### src/rtl/osc_cfg_sequencer.sv
// Power-on sequencer for the pixel-clock oscillator: waits for power-up, then writes the
// 11-entry register table through the byte-level I2C write engine with retry, settles, and starts DDS.
module osc_cfg_sequencer #(
  parameter int unsigned POWER_ON_DELAY = 90000000,
  parameter int unsigned SETTLE_DELAY   = 150000000,
  parameter int unsigned RETRY_GAP      = 4000,
  parameter int unsigned MAX_RETRY      = 3,
  parameter int unsigned RESP_TIMEOUT   = 20000,
  parameter logic [6:0]  SLAVE_ADDR     = 7'h55
) (
  input  logic       CLOCK_IN,
  input  logic       RESET,
  output logic       WR_REQ,
  output logic [6:0] WR_SLAVE,
  output logic [7:0] WR_REG,
  output logic [7:0] WR_DATA,
  input  logic       WR_BUSY,
  input  logic       WR_DONE,
  input  logic       WR_NACK,
  output logic [3:0] STEP,
  output logic       CFG_DONE,
  output logic       CFG_FAIL,
  output logic       DDS_START
);

  typedef enum logic [2:0] {
    S_POWER_WAIT,
    S_ISSUE,
    S_WAIT_RESP,
    S_GAP,
    S_SETTLE,
    S_RUN,
    S_FAIL
  } state_t;

  localparam int unsigned RW = (MAX_RETRY < 2) ? 1 : $clog2(MAX_RETRY + 1);
  localparam logic [RW-1:0] MAX_RETRY_W = RW'(MAX_RETRY);
  localparam logic [3:0]  LAST_STEP    = 4'd10;
  // Terminal counts; a zero-cycle setting degenerates to a one-cycle stay.
  localparam logic [31:0] POWER_LAST   = (POWER_ON_DELAY == 0) ? 32'd0 : 32'(POWER_ON_DELAY - 1);
  localparam logic [31:0] SETTLE_LAST  = (SETTLE_DELAY == 0)   ? 32'd0 : 32'(SETTLE_DELAY - 1);
  localparam logic [31:0] GAP_LAST     = (RETRY_GAP == 0)      ? 32'd0 : 32'(RETRY_GAP - 1);
  localparam logic [31:0] TIMEOUT_LAST = (RESP_TIMEOUT == 0)   ? 32'd0 : 32'(RESP_TIMEOUT - 1);

  state_t        state_q, state_d;
  logic [31:0]   cnt_q, cnt_d;
  logic [RW-1:0] retry_q, retry_d;
  logic [3:0]    step_q, step_d;
  logic          wr_req_q, wr_req_d;
  logic          cfg_done_q, cfg_done_d;
  logic          cfg_fail_q, cfg_fail_d;
  logic          dds_start_q, dds_start_d;
  logic [15:0]   entry;
  logic          entry_active;

  function automatic logic [15:0] table_entry(input logic [3:0] idx);
    case (idx)
      4'd0:    return 16'h8400;
      4'd1:    return 16'h0033;
      4'd2:    return 16'h05E4;
      4'd3:    return 16'h06D1;
      4'd4:    return 16'h07DF;
      4'd5:    return 16'h0896;
      4'd6:    return 16'h0908;
      4'd7:    return 16'h0A1E;
      4'd8:    return 16'h0B00;
      4'd9:    return 16'h8401;
      4'd10:   return 16'h8404;
      default: return 16'h0000;
    endcase
  endfunction

  // Table bytes are only presented while a write is pending so the bus reads zero at reset.
  always_comb begin
    entry        = table_entry(step_q);
    entry_active = (state_q == S_ISSUE) || (state_q == S_WAIT_RESP) || (state_q == S_GAP);
  end

  always_comb begin
    state_d     = state_q;
    cnt_d       = 32'd0;
    retry_d     = retry_q;
    step_d      = step_q;
    wr_req_d    = 1'b0;
    cfg_done_d  = cfg_done_q;
    cfg_fail_d  = cfg_fail_q;
    dds_start_d = dds_start_q;
    case (state_q)
      S_POWER_WAIT: begin
        if (cnt_q >= POWER_LAST) state_d = S_ISSUE;
        else                     cnt_d   = cnt_q + 32'd1;
      end
      S_ISSUE: begin
        if (!WR_BUSY) begin
          wr_req_d = 1'b1;
          state_d  = S_WAIT_RESP;
        end
      end
      S_WAIT_RESP: begin
        if (WR_DONE) begin
          retry_d = '0;
          if (step_q == LAST_STEP) begin
            step_d     = LAST_STEP + 4'd1;
            cfg_done_d = 1'b1;
            state_d    = S_SETTLE;
          end else begin
            step_d  = step_q + 4'd1;
            state_d = S_ISSUE;
          end
        end else if (WR_NACK || (cnt_q >= TIMEOUT_LAST)) begin
          if (retry_q < MAX_RETRY_W) begin
            retry_d = retry_q + RW'(1);
            state_d = S_GAP;
          end else begin
            cfg_fail_d = 1'b1;
            state_d    = S_FAIL;
          end
        end else begin
          cnt_d = cnt_q + 32'd1;
        end
      end
      S_GAP: begin
        if (cnt_q >= GAP_LAST) state_d = S_ISSUE;
        else                   cnt_d   = cnt_q + 32'd1;
      end
      S_SETTLE: begin
        if (cnt_q >= SETTLE_LAST) begin
          dds_start_d = 1'b1;
          state_d     = S_RUN;
        end else begin
          cnt_d = cnt_q + 32'd1;
        end
      end
      S_RUN:   state_d = S_RUN;
      S_FAIL:  state_d = S_FAIL;
      default: state_d = S_POWER_WAIT;
    endcase
  end

  always_ff @(posedge CLOCK_IN) begin
    if (RESET) begin
      state_q     <= S_POWER_WAIT;
      cnt_q       <= 32'd0;
      retry_q     <= '0;
      step_q      <= 4'd0;
      wr_req_q    <= 1'b0;
      cfg_done_q  <= 1'b0;
      cfg_fail_q  <= 1'b0;
      dds_start_q <= 1'b0;
    end else begin
      state_q     <= state_d;
      cnt_q       <= cnt_d;
      retry_q     <= retry_d;
      step_q      <= step_d;
      wr_req_q    <= wr_req_d;
      cfg_done_q  <= cfg_done_d;
      cfg_fail_q  <= cfg_fail_d;
      dds_start_q <= dds_start_d;
    end
  end

  assign WR_REQ    = wr_req_q;
  assign WR_SLAVE  = SLAVE_ADDR;
  assign WR_REG    = entry_active ? entry[15:8] : 8'h00;
  assign WR_DATA   = entry_active ? entry[7:0]  : 8'h00;
  assign STEP      = step_q;
  assign CFG_DONE  = cfg_done_q;
  assign CFG_FAIL  = cfg_fail_q;
  assign DDS_START = dds_start_q;

endmodule

### config.mk
export PLATFORM = sky130hd
export DESIGN_NAME = osc_cfg_sequencer
export DESIGN_NICKNAME = d
export VERILOG_FILES = /design/src/rtl/osc_cfg_sequencer.sv
export SDC_FILE = /design/constraint.sdc
export NUM_CORES = 1
export LEC_CHECK = 0
export ABC_AREA = 1
export CAP_MARGIN = 20
export CORE_AREA = 2 2 77 79
export CTS_CLUSTER_DIAMETER = 40
export CTS_CLUSTER_SIZE = 12
export DETAILED_ROUTE_END_ITERATION = 8
export DIE_AREA = 0 0 79 81
export PLACE_DENSITY = 0.85
export RECOVER_POWER = 100
export SLEW_MARGIN = 0
export SYNTH_ARGS = -nofsm -noshare
export SYNTH_HDL_FRONTEND = slang
export SYNTH_SLANG_ARGS = --single-unit
export TNS_END_PERCENT = 20
### constraint.sdc
create_clock -name CLOCK_IN -period 4.4 [get_ports CLOCK_IN]
set_input_delay 1.32 -clock CLOCK_IN [delete_from_list [all_inputs] [get_ports CLOCK_IN]]
set_output_delay 1.32 -clock CLOCK_IN [all_outputs]
set_load 0.005 [all_outputs]
==> impl_metrics.py <==
metrics = {
    "routing": {
        "wl_per_cell_um": 11.4,
        "ant_nets": 0,
        "dr.first_iter.drc_count": 254,
        "drc": 0,
        "drt-vias-per-instance": 5.03,
        "vias": 2968,
        "first_pass_iters": 5,
        "wl_um": 6700,
    },
    "cts": {
        "clk_latency_ps": 340,
        "clock_path_buffers": 2,
        "cts_buffers": 9,
        "cts_htree_levels": 3,
        "clock_sinks": 58,
        "clock-root-buffer": "clkbuf_8",
        "cts_resized": 0,
        "cts_setup_buffers": 0,
        "postCtsHoldBufs": 0,
        "path_clk_slew_ps": 70,
        "cts_tree": "yes",
    },
    "yosys": {
        "synth_seq_area_share_pct": 35.6,
        "synth_xor_area_share_pct": 5.59,
        "synthArstFlopShare_pct": 0,
        "synth-compound-area-share_pct": 5.17,
        "netlist_top_cells_area": "dfxtp_1 (36%), nor2_1 (11%), nand2_1 (10%)",
        "synth_top_family_by_area": "simple AND/OR/NAND/NOR gates",
        "ys_ff_latch": 58,
        "synthAdderAreaFrac_pct": 4.21,
        "synthFlopType": "dfxtp_1",
        "synth_most_common_cell": "nor2_1",
        "synth_edf_count": 0,
        "synthesis.area_sq_um": 3270,
        "synth.largest_area_cell": "dfxtp_1",
        "yosysUniqueCellTypes": 39,
        "ys_warn_count": 0,
        "synth_mux_area_share_pct": 0,
        "yosys.area_share.simple_pct": 37.9,
        "syn-mean-instance-area_sq_um": 6.85,
        "synth_top_area_share_pct": 35.6,
        "synthCells": 477,
        "yosys-top-cells-count": "nor2_1 (100), nand2_1 (90), inv_1 (64)",
    },
    "sta": {
        "fin_ws_ps": 952,
        "clock.fmax_mhz": 290,
        "setup_violations": 0,
        "rsz0062_at_grt": "no",
        "post-route-period-util_pct": 78.4,
        "finClkSkew_ps": 8.81,
        "hold_viol_final": 0,
        "finalCriticalPeriod_ps": 3450,
        "finalSetupTns_ps": 0,
        "slew_headroom_pct": 36.3,
        "slew_violations": 0,
        "worstMarginPinSlew_ps": 954,
    },
    "critical_path": {
        "endpoint_kind": "output pin",
        "arrival_ps": 2130,
        "worstSetupStartpointType": "flop",
        "path_class": "flop to output pin",
        "r2r_cells": 10,
        "critPathRequiredTime_ps": 3080,
        "crit_fanout": 13,
    },
    "die": {
        "die_w_um": 79,
        "die_area_sq_um": 6400,
        "rows": 28,
        "start_util_pct": 57.5,
        "fp.coreArea_sq_um": 5680,
        "die_h_um": 81,
        "pin_count": 36,
    },
    "hold_path": {
        "hold-path-cell-count": 2,
        "min_path_type": "flop to flop",
    },
    "run": {
        "cap_violations": 0,
    },
    "finish": {
        "final_net_count": 526,
        "drive_above_1_share_pct": 7.77,
        "area_delta_synth_final_pct": 15.6,
        "diodes": 0,
    },
    "place": {
        "gp_congestion": 0.907,
        "portBuffers": 25,
        "pre_cts_ws_ps": 867,
        "hpwl_um": 4940,
    },
    "global_route": {
        "grt_overflow": 0,
        "grt_max_degree": 28,
        "antenna_found_initial": 0,
        "grt_pass1_wl_um": 11700,
        "grt_usage_pct": 23.0,
        "grt_pass1_vias": 2723,
    },
    "pwr": {
        "p_leak_nw": 1.68,
        "ir_drop_v": 0.000229,
        "cellPowerDensity_nw_per_um2": 344,
    },
    "run_status": {
        "status": "finished, final reports clean",
    },
}
## worst max-delay path, cell delays in order, from the launching register on
cell and delay [ps]:
dfxtp_1 470, or2_0 270, nand2_1 290, nor2_1 170
dlygate4sd3_1 590
## state kept, by name (all words and copies together) (netlist names)
| name | flops |
|---|---|
| state_q | 3 |
| CFG_DONE | 1 |
| cnt_q | 32 |
| DDS_START | 1 |
| CFG_FAIL | 1 |
| retry_q | 2 |
| WR_REQ | 1 |
| entry | 13 |
| STEP | 4 |
## path summary, 6_finish.rpt
path                            startpoint    endpoint  slack (ps)
worst max register to register  state_q[1]   entry[10]        1970
worst min-delay path              CFG_DONE    CFG_DONE         450
worst max-delay path            state_q[1]  WR_DATA[4]         950
worst min register to register    CFG_DONE    CFG_DONE         450
## power breakdown
group / internal [mW] / switching [mW] / total [mW]
Combinational: 0.0520 / 0.0750 / 0.127
Sequential: 0.545 / 0.0123 / 0.557
Clock: 0.393 / 0.222 / 0.615
Total: 0.990 / 0.309 / 1.30
## cell families after synthesis
group / after synthesis
flops: 58
other cells: 2
buf+inv: 84
simple gates: 272
fa+ha+maj: 11
xor+xnor: 20
compound gates: 30
## cell type report
cell class	count	area, sq um
multi-input combinational	347	1760
sequential	58	1160
tap	75	93.8
timing repair buffer	25	250
clock inverter	6	113
inverter	69	260
fill	510	1900
clock buffer	10	138
## cell usage in the layout, fill, tap and decap left out, types with 7 or more instances in the layout
cell type and count:
nand3_1 34, clkbuf_8 10, dfxtp_1 58, nor2_1 101
nand2_2 7, nor3_1 11, dlygate4sd3_1 22, nand4_1 11
xor2_1 18, o21ai_0 10, inv_1 66, nand2_1 92
a21oi_1 11, ha_1 11, conb_1 14
## per-stage QoR
stage | total power, mW | util, % | hold slack [ps] | instance area (sq um) | instances
after floorplan | 0.662 | - | 418 | 3310 | 489
final | 1.30 | 66.5 | 451 | 3770 | 590
after detailed placement | 0.702 | 62.5 | 445 | 3540 | 574
after global routing | 1.35 | 66.5 | 489 | 3770 | 590
after CTS | 1.32 | 66.9 | 458 | 3790 | 590
after global placement | 0.697 | 62.5 | 433 | 3540 | 574
## layer usage
layer	up-vias	routed length (um)	global-route usage (%)	part of all wire, %
met3	14	289	4.89	4.3
li1	1532	-	-	-
met4	0	149	9.31	2.2
met2	91	3280	39.5	49
met5	-	0	0	0
met1	1331	2990	28.3	45
Note: power is estimated with default switching activity, not from simulation.
